### config.mk
export PLATFORM = sky130hd
export DESIGN_NAME = traffic_config_ctrl
export DESIGN_NICKNAME = d
export VERILOG_FILES = /design/src/rtl/traffic_pkg.sv /design/src/rtl/btn_debounce.sv /design/src/rtl/traffic_config_ctrl.sv
export SDC_FILE = /design/constraint.sdc
export NUM_CORES = 1
export LEC_CHECK = 0
export CORE_AREA = 2 2 116 118
export CTS_CLUSTER_DIAMETER = 80
export DETAILED_ROUTE_END_ITERATION = 8
export DIE_AREA = 0 0 118 120
export GPL_TIMING_DRIVEN = 1
export HOLD_SLACK_MARGIN = 0.02
export MAX_ROUTING_LAYER = met4
export SLEW_MARGIN = 20
export SYNTH_ARGS = -nofsm -noshare
export SYNTH_HDL_FRONTEND = slang
export SYNTH_SLANG_ARGS = --single-unit
### constraint.sdc
create_clock -name clk -period 8.45 [get_ports clk]
set_input_delay 1.2675 -clock clk [delete_from_list [all_inputs] [get_ports clk]]
set_output_delay 1.2675 -clock clk [all_outputs]
set_load 0.05 [all_outputs]
### src/rtl/traffic_pkg.sv
// Shared encodings and limits for the traffic light configuration controller.
// Mode/field encodings, edit limits and small helpers.
package traffic_pkg;

  typedef enum logic [1:0] {
    S_AUTO,
    S_MANUAL,
    S_NIGHT,
    S_CONFIG
  } mode_t;

  localparam logic [2:0] EN_AUTO   = 3'b100;
  localparam logic [2:0] EN_MANUAL = 3'b010;
  localparam logic [2:0] EN_NIGHT  = 3'b001;
  localparam logic [2:0] EN_CONFIG = 3'b000;

  localparam logic FIELD_GREEN  = 1'b0;
  localparam logic FIELD_YELLOW = 1'b1;

  localparam logic [6:0] GREEN_MIN  = 7'd5;
  localparam logic [6:0] GREEN_MAX  = 7'd90;
  localparam logic [6:0] YELLOW_MIN = 7'd2;
  localparam logic [6:0] YELLOW_MAX = 7'd9;

  function automatic mode_t next_mode(mode_t m);
    mode_t r;
    r = S_AUTO;
    unique case (m)
      S_AUTO:   r = S_MANUAL;
      S_MANUAL: r = S_NIGHT;
      S_NIGHT:  r = S_CONFIG;
      S_CONFIG: r = S_AUTO;
      default:  r = S_AUTO;
    endcase
    return r;
  endfunction

  function automatic logic [2:0] mode_enable(mode_t m);
    logic [2:0] r;
    r = EN_AUTO;
    unique case (m)
      S_AUTO:   r = EN_AUTO;
      S_MANUAL: r = EN_MANUAL;
      S_NIGHT:  r = EN_NIGHT;
      S_CONFIG: r = EN_CONFIG;
      default:  r = EN_AUTO;
    endcase
    return r;
  endfunction

  // Saturating single step: holds at the limit instead of wrapping.
  function automatic logic [6:0] step_time(
    logic [6:0] v,
    logic       up,
    logic [6:0] lo,
    logic [6:0] hi
  );
    logic [6:0] r;
    r = v;
    if (up) begin
      if (v < hi) r = v + 7'd1;
    end else begin
      if (v > lo) r = v - 7'd1;
    end
    return r;
  endfunction

endpackage

### src/rtl/btn_debounce.sv
// Button conditioning: 2-FF synchronizer, level debouncer, rising-edge pulse.
// A button held through reset stays disarmed until seen released.
module btn_debounce #(
  parameter int DEBOUNCE_CYCLES = 4
) (
  input  logic clk,
  input  logic reset,
  input  logic raw,
  output logic press
);

  localparam int CW = $clog2(DEBOUNCE_CYCLES + 1);

  logic          sync1;
  logic          sync2;
  logic          level;
  logic          level_d;
  logic          armed;
  logic [1:0]    prime;
  logic [CW-1:0] cnt;

  always_ff @(posedge clk or negedge reset) begin
    if (!reset) begin
      sync1   <= 1'b0;
      sync2   <= 1'b0;
      level   <= 1'b0;
      level_d <= 1'b0;
      armed   <= 1'b0;
      prime   <= 2'd0;
      cnt     <= '0;
    end else begin
      sync1   <= raw;
      sync2   <= sync1;
      level_d <= level;
      // sync2 only reflects the pin once the pipeline has refilled
      if (prime != 2'd2) prime <= prime + 2'd1;
      else if (!sync2) armed <= 1'b1;
      if (sync2 == level) begin
        cnt <= '0;
      end else if (cnt == CW'(DEBOUNCE_CYCLES - 1)) begin
        level <= sync2;
        cnt   <= '0;
      end else begin
        cnt <= cnt + CW'(1);
      end
    end
  end

  assign press = level & ~level_d & armed;

endmodule

### src/rtl/traffic_config_ctrl.sv
// Mode sequencing and green/yellow time editing for the traffic light.
// Edits live in shadow registers and commit when CONFIG exits to AUTO.
module traffic_config_ctrl
  import traffic_pkg::*;
#(
  parameter int DEBOUNCE_CYCLES = 4,
  parameter int GREEN_DEF       = 25,
  parameter int YELLOW_DEF      = 3
) (
  input  logic       clk,
  input  logic       reset,
  input  logic       btn_mode,
  input  logic       btn_sel,
  input  logic       btn_inc,
  input  logic       btn_dec,
  output logic [2:0] enable,
  output logic [6:0] greenTime,
  output logic [6:0] yellowTime,
  output logic [6:0] redTime,
  output logic       edit_field,
  output logic [6:0] shadow_time
);

  logic p_mode, p_sel, p_inc, p_dec;

  btn_debounce #(.DEBOUNCE_CYCLES(DEBOUNCE_CYCLES)) u_mode (
    .clk(clk), .reset(reset), .raw(btn_mode), .press(p_mode)
  );
  btn_debounce #(.DEBOUNCE_CYCLES(DEBOUNCE_CYCLES)) u_sel (
    .clk(clk), .reset(reset), .raw(btn_sel), .press(p_sel)
  );
  btn_debounce #(.DEBOUNCE_CYCLES(DEBOUNCE_CYCLES)) u_inc (
    .clk(clk), .reset(reset), .raw(btn_inc), .press(p_inc)
  );
  btn_debounce #(.DEBOUNCE_CYCLES(DEBOUNCE_CYCLES)) u_dec (
    .clk(clk), .reset(reset), .raw(btn_dec), .press(p_dec)
  );

  mode_t      state, state_n;
  logic       field_n;
  logic [6:0] sg, sy, sg_n, sy_n;
  logic [6:0] green_n, yellow_n;
  logic       in_cfg;
  logic       do_sel, do_inc, do_dec;

  assign in_cfg = (state == S_CONFIG);
  // Priority mode > sel > inc > dec; inc with dec cancels out.
  assign do_sel = !p_mode && p_sel;
  assign do_inc = !p_mode && !p_sel && p_inc && !p_dec;
  assign do_dec = !p_mode && !p_sel && p_dec && !p_inc;

  always_comb begin
    state_n  = state;
    field_n  = edit_field;
    sg_n     = sg;
    sy_n     = sy;
    green_n  = greenTime;
    yellow_n = yellowTime;
    unique case (1'b1)
      p_mode: begin
        state_n = next_mode(state);
        if (state == S_CONFIG) begin
          green_n  = sg;
          yellow_n = sy;
        end
        if (state_n == S_CONFIG) begin
          sg_n    = greenTime;
          sy_n    = yellowTime;
          field_n = FIELD_GREEN;
        end
      end
      do_sel: begin
        if (in_cfg) field_n = ~edit_field;
      end
      do_inc, do_dec: begin
        if (in_cfg) begin
          if (edit_field == FIELD_GREEN)
            sg_n = step_time(sg, do_inc, GREEN_MIN, GREEN_MAX);
          else
            sy_n = step_time(sy, do_inc, YELLOW_MIN, YELLOW_MAX);
        end
      end
      default: ;
    endcase
  end

  always_ff @(posedge clk or negedge reset) begin
    if (!reset) begin
      state      <= S_AUTO;
      enable     <= EN_AUTO;
      greenTime  <= 7'(GREEN_DEF);
      yellowTime <= 7'(YELLOW_DEF);
      redTime    <= 7'(GREEN_DEF + YELLOW_DEF);
      edit_field <= FIELD_GREEN;
      sg         <= 7'(GREEN_DEF);
      sy         <= 7'(YELLOW_DEF);
    end else begin
      state      <= state_n;
      enable     <= mode_enable(state_n);
      greenTime  <= green_n;
      yellowTime <= yellow_n;
      redTime    <= green_n + yellow_n;
      edit_field <= field_n;
      sg         <= sg_n;
      sy         <= sy_n;
    end
  end

  always_comb begin
    shadow_time = greenTime;
    if (in_cfg)
      shadow_time = (edit_field == FIELD_YELLOW) ? sy : sg;
    else
      shadow_time = (edit_field == FIELD_YELLOW) ? yellowTime : greenTime;
  end

endmodule

# [After elaboration in Yosys (flattened, before gate mapping)]
# Cells that the tools add are included.
[totals] reg_bits=81 inputBits=6 output_inout_bits=32 wordCells=168
[op_classes] addsub=13 n_lt_le_gt_ge=4 eq_ne=28 mux=36 bitwise_logic=25 reduce_logical=26
[ops] cell="2-to-1 mux 7 bit" count=19
[ops] cell="case mux 7 bit (2 select lines)" count=2
[ops] cell="2-to-1 mux 3 bit" count=8
[ops] cell="inverter 1 bit" count=17
[ops] cell="inequality test 2 bit, second input constant" count=8
[ops] cell="AND reduction 2 bit" count=8
[ops] cell="adder 7 x 1 -> 7 bit, second input constant" count=2
[ops] cell="subtractor 7 x 1 -> 7 bit, second input constant" count=2
[ops] cell="adder 3 x 1 -> 3 bit, second input constant" count=4
[ops] cell="== test 3 x 2 -> 1 bit, second input constant" count=4
[ops] cell="inequality test 3 bit, second input constant" count=4
[ops] cell="case mux 3 bit (4 select lines)" count=1
[ops] cell="AND reduction 6 bit" count=2
[ops] cell="== test 2 bit, second input constant" count=5
[ops] cell="adder 2 x 1 -> 2 bit, second input constant" count=4
[ops] cell="AND 1 bit" count=8
[ops] cell="case mux 2 bit (4 select lines)" count=1
[ops] cell="adder 7 bit" count=1
[ops] cell="greater-than comparator 7 x 2 -> 1 bit, second input constant" count=1
[ops] cell="greater-than comparator 7 x 3 -> 1 bit, second input constant" count=1
[ops] cell="less-than comparator 7 x 4 -> 1 bit, second input constant" count=1
[ops] cell="less-than comparator 7 bit, second input constant" count=1
[ops] cell="logical AND 1 bit" count=6
[ops] cell="== test 1 bit" count=4
[ops] cell="10 further kinds" count=18

# [Logic depth before layout (Yosys ltp)]
# Gate-level depths: netlist of the first run.
[logic_depth] ltp_word=11 mapped_depth=13 mapped_depth_nobuf=11

# [Modules after synthesis]
# Synthesis of the first run repeated with hierarchy kept, for this count alone.
[hier_totals] hier_cells=340 hier_area_um2=4231.6
[modules_own_cells] mod="traffic_config_ctrl" n_inst=1 cells_per_inst=240 area_per_inst_um2=2700.1 seq_area_each_um2=1043.5
[modules_own_cells] mod="btn_debounce" n_inst=4 cells_per_inst=25 area_per_inst_um2=382.9 seq_area_each_um2=250.2

# [Least setup slack after synthesis of the first run]
# No wires, ideal clock.
[synth_path] path_type="register to register" start="register u_mode.level" end="register redTime[6]" setup_ps=134 t_arrival_ps=2937 t_required_ps=8316 setup_slack_ps=5380 path_stages_with_launch=14 n_path_buf=2 synth_period_minus_slack_ps=3070 cell_sequence="dfrtp_1 and3b_1 buf_6 nand2_1 buf_1 mux2_2 ha_1 fa_1 a21oi_1 nor2_1 nor2_1 o21bai_1 a21oi_1 xnor3_1"
[synth_via] elab_chain_len=4 elab_cells_between_ends=5 classes_between="add/sub (1); mux (2); bitwise (2)"
[synth_rtl] item="from (decl)" line_no="btn_debounce.sv:16" source="logic level;"
[synth_rtl] item="from (signal assigned)" line_no="btn_debounce.sv:41" source="level <= sync2;"
[synth_rtl] item="AND 1 bit (2 in a row)" line_no="btn_debounce.sv:49" source="assign press = level & ~level_d & armed;"
[synth_rtl] item="2-to-1 mux 7 bit" line_no="traffic_config_ctrl.sv:59" source="unique case (1'b1)"
[synth_rtl] item="net green_n[0]" line_no="traffic_config_ctrl.sv:42" source="logic [6:0] green_n, yellow_n;"
[synth_rtl] item="adder 7 bit" line_no="traffic_config_ctrl.sv:102" source="redTime <= green_n + yellow_n;"
[synth_rtl] item="to (signal assigned)" line_no="traffic_config_ctrl.sv:93" source="redTime <= 7'(GREEN_DEF + YELLOW_DEF);"
[synth_rtl] item="to (signal assigned)" line_no="traffic_config_ctrl.sv:102"
[synth_rtl] item="to (decl)" line_no="traffic_config_ctrl.sv:19" source="output logic [6:0] redTime,"
# The timed path passes the listed nets, and every way through them passes these cells.
# A chain may end at the register's enable or synchronous reset.

# [Final worst setup path of the first run]
[layout_path] start="register state[1]" end="output port shadow_time[4]"
[layout_via] elab_chain_len=2
[layout_rtl] item="from (decl)" line_no="traffic_config_ctrl.sv:39" source="mode_t state, state_n;"
[layout_rtl] item="from (signal assigned)" line_no="traffic_config_ctrl.sv:98" source="state <= state_n;"
[layout_rtl] item="== test 2 bit" line_no="traffic_config_ctrl.sv:46" source="assign in_cfg = (state == S_CONFIG);"
[layout_rtl] item="2-to-1 mux 7 bit" line_no="traffic_config_ctrl.sv:111" source="if (in_cfg)"
[layout_rtl] item="to (decl)" line_no="traffic_config_ctrl.sv:21" source="output logic [6:0] shadow_time"
# Every way passes these cells.

==> results by group, run 1 <==
Run status
  • Status: completed

Die
  • Height of the die: roughly 120 um
  • Placeable Area: around 13000 um2
  • Initial standard-cell utilization of the core: 0.3122
  • I/O pin count: 38
  • Die footprint: 14160 um2
  • Die Wd: 118 um
  • Num rows: 42

Min path
  • Startpoint of the most critical hold path: u_dec.sync1$_DFF_PN0_
  • Worst Hold Class: flip-flop to flip-flop
  • Hold EP: u_dec.sync2$_DFF_PN0_
  • Hold Crit Depth: 0

STA
  • Period minus WS final: 3.895 ns
  • Max-slew violations: 0
  • Final setup violation count: 0
  • Slew Limit Headroom: 0.4313
  • Hold violation count in the final report: 0
  • Period utilization: 0.4609
  • Peak clock frequency supported by timing: roughly 260 MHz
  • Setup skew after layout: 0.004648 ns
  • Transition time of the tightest slew-check pin: 0.8509 ns
  • Unrepaired setup endpoints after global routing: false
  • Sum of negative setup slack: 0 ns

Worst setup path
  • Startpoint type of the worst setup path: flip-flop
  • Worst setup slack for register-to-register paths: between 4 and 5 ns
  • Endpoint kind of the worst setup timing path: primary output
  • Critical path type: flip-flop to primary output
  • Destination of the worst register-to-register timing path: redTime[6]$_DFF_PN0_
  • Reg-to-reg critical path startpoint: state[1]$_DFF_PN0_
  • Worst setup path start: state[1]$_DFF_PN0_
  • Critical-path maximum fanout: 11
  • Worst Path Required: around 7 ns
  • Endpoint arrival time on the critical path: 2.63 ns
  • Length in cells of the worst reg-to-reg path: 11

Drt
  • DR pass1 iterations: 4
  • Final antenna-violating net count: 0
  • DRC: 0
  • Wire length reported by the detailed router: 8206 um
  • Via Count: between 2000 and 3000
  • Detailed router's first-iteration violation count: 136
  • Drt via density: 4.821
  • Average detailed-routed wire length per instance: 14.84 um

Yosys
  • Net count after synthesis: 366
  • Register area share after synthesis: 0.5045
  • Adder and majority gate portion of the synthesized area: 0.1013
  • Number of synthesized register bits: 81
  • Post-synthesis instance area: approximately 4100 um2
  • Mux cell area share after synthesis: 0.1223
  • Most used DFF post-synth: sky130_fd_sc_hd__dfrtp_1
  • Xor/xnor cell area share of the yosys netlist: 0.04847
  • EDFF count, synth: 0
  • Fraction of registers with async set or reset after synthesis: 1.000
  • Simple-Gate Fraction of Synth Area: 0.09972
  • Avg Synthesized Cell Area: 12.32 um2
  • Fraction of the mapped netlist area in compound gates: 0.1016
  • Main combinational cell family by area after synthesis: multiplexers
  • Post-synthesis cell type count: 45
  • Cell count after synthesis: 329
  • Total of warnings raised by yosys: 0

Clock tree
  • CTS clock-pin slew for the worst setup and hold paths: 0.06 ns
  • Clock sink total: 81
  • CTS buffer count: 9
  • Clock Root Buffer: sky130_fd_sc_hd__clkbuf_16
  • Bufs on Longest Clock Path: 2
  • Number of setup buffers added after CTS: 0
  • Level count of the clock H-tree: 3
  • Clock tree from TritonCTS: yes
  • Number of buffers added to fix hold violations after cts: 0
  • Insertion delay of the later-clocked pin in the worst-skew pair: 0.34 ns
  • Total of cells resized after clock tree synthesis: 0

GRT
  • Aggregate global-route resource usage: 0.1288
  • Grt ovf: 0
  • Layer carrying the most global-route usage: met2
  • Number of antenna violations at the first check in global routing: 0
  • Pin count of the biggest net entering global routing: 82
  • Vias in the first global route: 2668
  • Met1 GRT Util: 0.1619
  • Global-route wire length before repair: 13870 um
  • Met3 global-route usage: 0.03660
  • Met2 Track Usage GR: 0.1980

Placement
  • HPWL after detailed placement: 5813 um
  • Final Wtd Congestion: about 0.78
  • Instance area after placement: 4614 um2
  • Count of input and output buffers: 37

Layout
  • Share of layout cells above drive strength 1: 0.1724
  • Layout area overhead: 21.83%
  • Antenna fix cells: 0
  • Final Cell Area: around 4900 um2
  • Final net count: 409
  • Fillers: 1287

Flow run
  • Number of max-cap violations: 0
==> layout make-up <==
type | instances | area (um2) | share of cell area
multi-input cells | 228 | 1918 | 0.3885
clock buffers | 10 | 229.0 | 0.04638
repair buffers | 39 | 386.6 | 0.07831
inverters | 13 | 48.80 | 0.009883
flip-flops and latches | 81 | 2044 | 0.4141
clock inverters | 6 | 90.09 | 0.01825
well taps | 176 | 220.2 | 0.04460
==> registers in the layout, summed over array words and instances, names as in the netlist, 2 cells and up <==
name	cells
u_sel.cnt	3
state	2
enable	3
u_inc.cnt	3
u_dec.cnt	3
u_dec.prime	2
redTime	7
sg	7
sy	7
u_inc.prime	2
u_mode.prime	2
u_mode.cnt	3
yellowTime	7
greenTime	7
u_sel.prime	2
==> cell usage after synthesis, types with 2 or more instances <==
| cell type | count | area, um2 |
|---|---|---|
| sky130_fd_sc_hd__dfrtp_1 | 67 | 1677 |
| sky130_fd_sc_hd__ha_1 | 28 | 350.3 |
| sky130_fd_sc_hd__mux2_2 | 22 | 247.7 |
| sky130_fd_sc_hd__a21oi_1 | 21 | 105.1 |
| sky130_fd_sc_hd__nor2_1 | 17 | 63.81 |
| sky130_fd_sc_hd__xnor2_1 | 17 | 148.9 |
| sky130_fd_sc_hd__o21ai_0 | 15 | 75.07 |
| sky130_fd_sc_hd__dfstp_2 | 14 | 367.9 |
| sky130_fd_sc_hd__nand2_1 | 14 | 52.55 |
| sky130_fd_sc_hd__inv_1 | 13 | 48.80 |
| sky130_fd_sc_hd__a21o_1 | 10 | 75.07 |
| sky130_fd_sc_hd__mux2i_1 | 9 | 90.09 |
| sky130_fd_sc_hd__nor3b_1 | 8 | 60.06 |
| sky130_fd_sc_hd__a211oi_1 | 7 | 52.55 |
| sky130_fd_sc_hd__mux4_2 | 7 | 157.7 |
| sky130_fd_sc_hd__nor3_1 | 7 | 35.03 |
| sky130_fd_sc_hd__nand3_1 | 6 | 30.03 |
| sky130_fd_sc_hd__nor2b_1 | 6 | 37.54 |
| sky130_fd_sc_hd__o21bai_1 | 6 | 45.04 |
| sky130_fd_sc_hd__and2_1 | 3 | 18.77 |
| sky130_fd_sc_hd__and3b_1 | 3 | 26.28 |
| sky130_fd_sc_hd__buf_2 | 3 | 15.01 |
| sky130_fd_sc_hd__fa_1 | 3 | 60.06 |
| sky130_fd_sc_hd__and3_1 | 2 | 12.51 |
==> cell usage in the layout, fill, tap and decap left out, types with 10 or more instances in the layout <==
cell and count:
sky130_fd_sc_hd__inv_1 13, sky130_fd_sc_hd__ha_1 28, sky130_fd_sc_hd__dfstp_2 14, sky130_fd_sc_hd__a21o_1 10
sky130_fd_sc_hd__o21ai_0 15, sky130_fd_sc_hd__mux2_2 22, sky130_fd_sc_hd__clkdlybuf4s50_1 36, sky130_fd_sc_hd__dfrtp_1 67
sky130_fd_sc_hd__xnor2_1 17, sky130_fd_sc_hd__a21oi_1 21, sky130_fd_sc_hd__nor2_1 17, sky130_fd_sc_hd__nand2_1 14
==> cell families (layout without fill, tap and decap cells) <==
kind of cell	after synthesis	count (layout)
xor gates and xnor gates	20	20
AOI/OAI and AO/OA	66	66
adders and majority gates	31	31
and+or+nand+nor	73	73
buffers and inverters	20	68
DFF	81	81
muxes	38	38
==> critical path, stage by stage, from the launching register on <==
cell and delay, ns:
sky130_fd_sc_hd__dfrtp_1 0.40, sky130_fd_sc_hd__ha_1 0.57, sky130_fd_sc_hd__mux4_2 0.59, sky130_fd_sc_hd__clkdlybuf4s50_1 0.72
==> per-layer routing <==
| layer | wire length (um) | vias up | share of wire |
|---|---|---|---|
| met4 | 131 | 0 | 0.016 |
| met3 | 383 | 15 | 0.047 |
| met2 | 3805 | 55 | 0.46 |
| met5 | 0 | - | 0 |
| met1 | 3886 | 1329 | 0.47 |
| li1 | - | 1267 | - |
==> stage by stage <==
step	cells	hold WS (ns)	utilization	worst slack, ns
after global placement	537	0.3339	0.3555	4.952
final	553	0.3465	0.3804	4.555
after CTS	553	0.3484	0.3801	4.527
after floorplan	329	0.3312	-	5.380
after global routing	553	0.3538	0.3804	4.384
after detailed placement	537	0.3347	0.3555	4.795
==> worst max path at each step <==
stage	end
after floorplan	redTime[6]$_DFF_PN0_
after global placement	redTime[6]$_DFF_PN0_
after detailed placement	redTime[6]$_DFF_PN0_
after CTS	shadow_time[4]
after global routing	redTime[6]$_DFF_PN0_
final	shadow_time[4]
Power of run 1 is left out: the tool's default activity adds up to more than one toggle a clock period on the data nets, which glitch-free logic cannot reach.
==> run 2: changes to the inputs <==
==> constraint.sdc (replaced) <==
create_clock -name clk -period 3.61 [get_ports clk]
set_input_delay 0.5415 -clock clk [delete_from_list [all_inputs] [get_ports clk]]
set_output_delay 0.5415 -clock clk [all_outputs]
set_load 0.05 [all_outputs]
==> results by group, run 2 (same netlist as run 1, synthesis figures left out) <==
Drt
  • Drt via density: 4.739 (-1.7%)
  • Via Count: 2635 (-1.2%)
  • Average detailed-routed wire length per instance: 14.32 um (-3.5%)
  • DRC: 0 (unchanged)
  • Final antenna-violating net count: 0 (unchanged)
  • Detailed router's first-iteration violation count: 114 (-16%)
  • Wire length reported by the detailed router: 7962 um (-3.0%)
  • DR pass1 iterations: 4 (unchanged)

GRT
  • Pin count of the biggest net entering global routing: 82 (unchanged)
  • Global-route wire length before repair: 13550 um (-2.3%)
  • Vias in the first global route: 2707 (+1.5%)
  • Number of antenna violations at the first check in global routing: 0 (unchanged)
  • Aggregate global-route resource usage: 0.1245 (-0.004330)
  • Grt ovf: 0 (unchanged)

Clock tree
  • Level count of the clock H-tree: 3 (unchanged)
  • Number of setup buffers added after CTS: 0 (unchanged)
  • CTS buffer count: 9 (unchanged)
  • Total of cells resized after clock tree synthesis: 0 (unchanged)
  • Bufs on Longest Clock Path: 2 (unchanged)
  • Clock Root Buffer: sky130_fd_sc_hd__clkbuf_16
  • Insertion delay of the later-clocked pin in the worst-skew pair: 0.34 ns (about the same)
  • Clock sink total: 81 (unchanged)
  • Clock tree from TritonCTS: yes
  • Number of buffers added to fix hold violations after cts: 0 (unchanged)
  • CTS clock-pin slew for the worst setup and hold paths: 0.06 ns (about the same)

Layout
  • Share of layout cells above drive strength 1: 0.1763 (+0.003902)
  • Layout area overhead: 22.20%
  • Leading cell types in the layout, fill and taps excluded: 67 x sky130_fd_sc_hd__dfrtp_1, 36 x sky130_fd_sc_hd__clkdlybuf4s50_1, 28 x sky130_fd_sc_hd__ha_1
  • Antenna fix cells: 0 (unchanged)
  • Most frequent standard cell in the layout excluding fill and tap cells: sky130_fd_sc_hd__dfrtp_1
  • Final net count: 412 (+0.73%)

Worst setup path
  • Critical path type: flip-flop to flip-flop
  • Critical-path maximum fanout: 7 (-4)
  • Endpoint kind of the worst setup timing path: flip-flop
  • Endpoint arrival time on the critical path: 3.42 ns (+0.79 ns)
  • Startpoint type of the worst setup path: flip-flop
  • Worst Path Required: 3.83 ns (-3.35 ns)

Die
  • Placeable Area: 12980 um2 (unchanged)
  • Height of the die: 120 um (unchanged)
  • Die footprint: 14160 um2 (unchanged)
  • Initial standard-cell utilization of the core: 0.3122 (unchanged)
  • Num rows: 42 (unchanged)
  • I/O pin count: 38 (unchanged)
  • Die Wd: 118 um (unchanged)

STA
  • Max-slew violations: 0 (unchanged)
  • Unrepaired setup endpoints after global routing: false
  • Period utilization: 0.8875
  • Sum of negative setup slack: 0 ns (unchanged)
  • Setup skew after layout: 0.007857 ns (+0.003209 ns)
  • Slew Limit Headroom: 0.4712 (+0.03986)
  • Hold violation count in the final report: 0 (unchanged)
  • Final setup violation count: 0 (unchanged)
  • Peak clock frequency supported by timing: 312.1 MHz
  • Period minus WS final: 3.204 ns
  • Transition time of the tightest slew-check pin: 0.7913 ns (-0.05964 ns)

Flow run
  • Number of max-cap violations: 0 (unchanged)

Placement
  • Final Wtd Congestion: 0.8389 (+7.7%)
  • HPWL after detailed placement: 5789 um (-0.42%)
  • Count of input and output buffers: 37 (unchanged)

Min path
  • Worst Hold Class: primary input to async pin

Run status
  • Status: completed
## run 2: cell types whose count changed in the layout (fill, tap and decap cells not counted), sizes merged
cell      before  now
clkbuf        10   11
clkinvlp       1    0
buf            3    6
## run 2: final cells by class
| type | instances | area, um2 |
|---|---|---|
| fill | 1251 | 8028 |
| timing repair buffer | 42 | 409.1 |
| sequential | 81 | 2044 |
| clock inverter | 5 | 78.83 |
| clock buffer | 11 | 232.7 |
| multi-input combinational | 228 | 1918 |
| tap | 176 | 220.2 |
| inverter | 13 | 48.80 |
## run 2: metal layers
layer  vias to the layer above  GRT usage  routed length (um)
met5                         -          -                   0
met4                         0    0.04669                 163
met3                        12    0.03660                 353
met2                        71     0.1955                3741
met1                      1281     0.1527                3703
li1                       1271          -                   -
## run 2: final timing paths
kind                            cells past startpoint                startpoint                     end  slack, ns
worst max-delay path                               11  u_mode.level$_DFFE_PN0P_       sg[6]$_DFFE_PN0P_       0.41
worst min-delay path                                1                     reset  greenTime[2]$_DFF_PN0_       0.22
worst max register to register                     11  u_mode.level$_DFFE_PN0P_       sg[6]$_DFFE_PN0P_       0.41
worst min register to register                      0     u_sel.sync1$_DFF_PN0_   u_sel.sync2$_DFF_PN0_       0.35
max in group asynchronous                           1                     reset  greenTime[1]$_DFF_PN0_       2.86
min in group clk                                    0     u_sel.sync1$_DFF_PN0_   u_sel.sync2$_DFF_PN0_       0.35
## run 2: through the flow
| stage | util | hold WS (ns) | worst slack [ns] | instance area [um2] | cells |
|---|---|---|---|---|---|
| 3_3_place_gp | 0.3572 | 0.3330 | 0.4691 | 4637 | 540 |
| 4_1_cts | 0.3812 | 0.3500 | 0.4235 | 4949 | 556 |
| 2_1_floorplan | - | 0.2459 | 0.5397 | 4053 | 329 |
| 5_1_grt | 0.3815 | 0.3064 | 0.09974 | 4952 | 556 |
| 3_5_place_dp | 0.3572 | 0.3363 | 0.4395 | 4637 | 540 |
| 6_report | 0.3815 | 0.2222 | 0.4060 | 4952 | 556 |
## run 2: worst max-delay path, cell delays in order, from the launching register on
cell and delay [ns]:
sky130_fd_sc_hd__dfrtp_1 0.41, sky130_fd_sc_hd__and3b_1 0.31, sky130_fd_sc_hd__nor2_8 0.18, sky130_fd_sc_hd__and2_1 0.21, sky130_fd_sc_hd__inv_1 0.17, sky130_fd_sc_hd__fa_1 0.45, sky130_fd_sc_hd__a211oi_1 0.29, sky130_fd_sc_hd__o21bai_1 0.11
sky130_fd_sc_hd__a21oi_1 0.17, sky130_fd_sc_hd__mux2_2 0.36, sky130_fd_sc_hd__o21a_1 0.17, sky130_fd_sc_hd__o221a_2 0.24
Power of run 2 is left out for the same reason.
==> run 3: changes to the inputs <==
--- a/config.mk
+++ b/config.mk
@@ -5,10 +5,10 @@
 export SDC_FILE = /design/constraint.sdc
 export NUM_CORES = 1
 export LEC_CHECK = 0
-export CORE_AREA = 2 2 116 118
+export CORE_AREA = 2 2 95 143
 export CTS_CLUSTER_DIAMETER = 80
 export DETAILED_ROUTE_END_ITERATION = 8
-export DIE_AREA = 0 0 118 120
+export DIE_AREA = 0 0 97 145
 export GPL_TIMING_DRIVEN = 1
 export HOLD_SLACK_MARGIN = 0.02
 export MAX_ROUTING_LAYER = met4
==> results by group, run 3 (same netlist as run 1, synthesis figures left out) <==
STA
  • Slew Limit Headroom: 0.4600 (-0.01114)
  • Peak clock frequency supported by timing: 300.9 MHz (-3.6%)
  • Period minus WS final: 3.324 ns (+0.1195 ns)
  • Final setup violation count: 0 (unchanged)
  • Hold violation count in the final report: 0 (unchanged)
  • Period utilization: 0.9206 (+0.03310)
  • Hold slack: 0.2261 ns (+0.003942 ns)
  • Sum of negative setup slack: 0 ns (unchanged)
  • Max-slew violations: 0 (unchanged)
  • Transition time of the tightest slew-check pin: 0.8080 ns (+0.01667 ns)
  • Unrepaired setup endpoints after global routing: false
  • Setup skew after layout: 0.007075 ns (-0.0007824 ns)

Die
  • Die Wd: 97 um (-18%)
  • I/O pin count: 38 (unchanged)
  • Placeable Area: 12830 um2 (-1.2%)
  • Initial standard-cell utilization of the core: 0.3160 (+0.003746)
  • Die footprint: 14070 um2 (-0.67%)
  • Height of the die: 145 um (+21%)
  • Num rows: 51 (+21%)

Worst setup path
  • Critical-path maximum fanout: 12 (+5)
  • Endpoint kind of the worst setup timing path: flip-flop
  • Worst Path Required: 3.84 ns (about the same)
  • Startpoint type of the worst setup path: flip-flop
  • Endpoint arrival time on the critical path: 3.55 ns (+0.13 ns)
  • Critical path type: flip-flop to flip-flop

Clock tree
  • Number of buffers added to fix hold violations after cts: 0 (unchanged)
  • Bufs on Longest Clock Path: 2 (unchanged)
  • Total of cells resized after clock tree synthesis: 0 (unchanged)
  • Clock tree from TritonCTS: yes
  • CTS buffer count: 9 (unchanged)
  • Level count of the clock H-tree: 3 (unchanged)
  • Number of setup buffers added after CTS: 0 (unchanged)
  • CTS clock-pin slew for the worst setup and hold paths: 0.06 ns (about the same)
  • Clock Root Buffer: sky130_fd_sc_hd__clkbuf_16
  • Insertion delay of the later-clocked pin in the worst-skew pair: 0.34 ns (about the same)
  • Clock sink total: 81 (unchanged)

Layout
  • Final core utilization: 0.3834 (+0.001846)
  • Share of layout cells above drive strength 1: 0.1768 (+0.0004652)
  • Final net count: 411 (-0.24%)
  • Layout area overhead: 21.33%
  • Most frequent standard cell in the layout excluding fill and tap cells: sky130_fd_sc_hd__dfrtp_1
  • Antenna fix cells: 0 (unchanged)
  • Leading cell types in the layout, fill and taps excluded: 67 x sky130_fd_sc_hd__dfrtp_1, 36 x sky130_fd_sc_hd__clkdlybuf4s50_1, 28 x sky130_fd_sc_hd__ha_1

Placement
  • HPWL after detailed placement: 5877 um (+1.5%)
  • Final Wtd Congestion: 0.7965 (-5.1%)
  • Count of input and output buffers: 37 (unchanged)

Min path
  • Worst Hold Class: primary input to async pin

GRT
  • Grt ovf: 0 (unchanged)
  • Pin count of the biggest net entering global routing: 82 (unchanged)
  • Number of antenna violations at the first check in global routing: 0 (unchanged)
  • Vias in the first global route: 2679 (-1.0%)
  • Global-route wire length before repair: 13530 um (-0.15%)
  • Aggregate global-route resource usage: 0.1257 (+0.001165)

Drt
  • Wire length reported by the detailed router: 8007 um (+0.57%)
  • Drt via density: 4.825 (+1.8%)
  • DR pass1 iterations: 4 (unchanged)
  • Detailed router's first-iteration violation count: 76 (-33%)
  • Via Count: 2596 (-1.5%)
  • Average detailed-routed wire length per instance: 14.88 um (+3.9%)
  • Final antenna-violating net count: 0 (unchanged)
  • DRC: 0 (unchanged)

Flow run
  • Number of max-cap violations: 0 (unchanged)

Run status
  • Status: completed
[run 3: cell types whose count changed in the layout (fill, tap and decap cells not counted)]
cell,change
sky130_fd_sc_hd__buf_4,-1
sky130_fd_sc_hd__bufinv_16,-1
sky130_fd_sc_hd__clkbuf_1,-1
sky130_fd_sc_hd__clkbuf_8,+1
sky130_fd_sc_hd__clkinv_2,-2
sky130_fd_sc_hd__clkinvlp_4,+2
sky130_fd_sc_hd__inv_6,+1
[run 3: worst paths after layout]
check / startpoint / endpoint / slack (ns) / depth (start not counted)
max in group asynchronous: reset / u_inc.cnt[2]$_DFF_PN0_ / 2.86 / 1
worst min-delay path: reset / redTime[1]$_DFF_PN0_ / 0.23 / 1
worst max register to register: u_mode.level$_DFFE_PN0P_ / sg[6]$_DFFE_PN0P_ / 0.29 / 11
worst max-delay path: u_mode.level$_DFFE_PN0P_ / sg[6]$_DFFE_PN0P_ / 0.29 / 11
worst min register to register: u_mode.sync1$_DFF_PN0_ / u_mode.sync2$_DFF_PN0_ / 0.35 / 0
min in group clk: u_mode.sync1$_DFF_PN0_ / u_mode.sync2$_DFF_PN0_ / 0.35 / 0
[run 3: per-stage QoR]
| stage | cell area, um2 | std cells | setup WS, ns |
|---|---|---|---|
| 2_1_floorplan | 4053 | 329 | 0.5397 |
| 3_3_place_gp | 4608 | 522 | 0.3005 |
| 3_5_place_dp | 4608 | 522 | 0.2606 |
| 4_1_cts | 4913 | 538 | 0.2397 |
| 5_1_grt | 4917 | 538 | 0.06205 |
| 6_report | 4917 | 538 | 0.2865 |
[run 3: metal layers]
metal,up-vias,global-route usage,routed length [um]
li1,1276,-,-
met1,1282,0.1379,3293
met2,25,0.2191,4347
met3,13,0.02794,197
met4,0,0.05141,167
met5,-,-,0
[run 3: area by class of cell]
cell class	instances	area, um2
Clock inverter	5	62.56
Tap cell	159	198.9
Inverter	13	48.80
Clock buffer	11	242.7
Fill cell	1201	7909
Multi-Input combinational cell	228	1918
Timing Repair Buffer	41	401.6
Sequential cell	81	2044
[run 3: worst max-delay path, stage by stage, from the launching register on]
cell and delay (ns):
sky130_fd_sc_hd__dfrtp_1 0.42, sky130_fd_sc_hd__and3b_1 0.31, sky130_fd_sc_hd__nor2_8 0.17, sky130_fd_sc_hd__and2_1 0.23
sky130_fd_sc_hd__inv_1 0.25, sky130_fd_sc_hd__fa_1 0.49, sky130_fd_sc_hd__a211oi_1 0.29, sky130_fd_sc_hd__o21bai_1 0.12
sky130_fd_sc_hd__a21oi_1 0.16, sky130_fd_sc_hd__mux2_2 0.36, sky130_fd_sc_hd__o21a_1 0.17, sky130_fd_sc_hd__o221a_2 0.24
Power of run 3 is left out for the same reason.
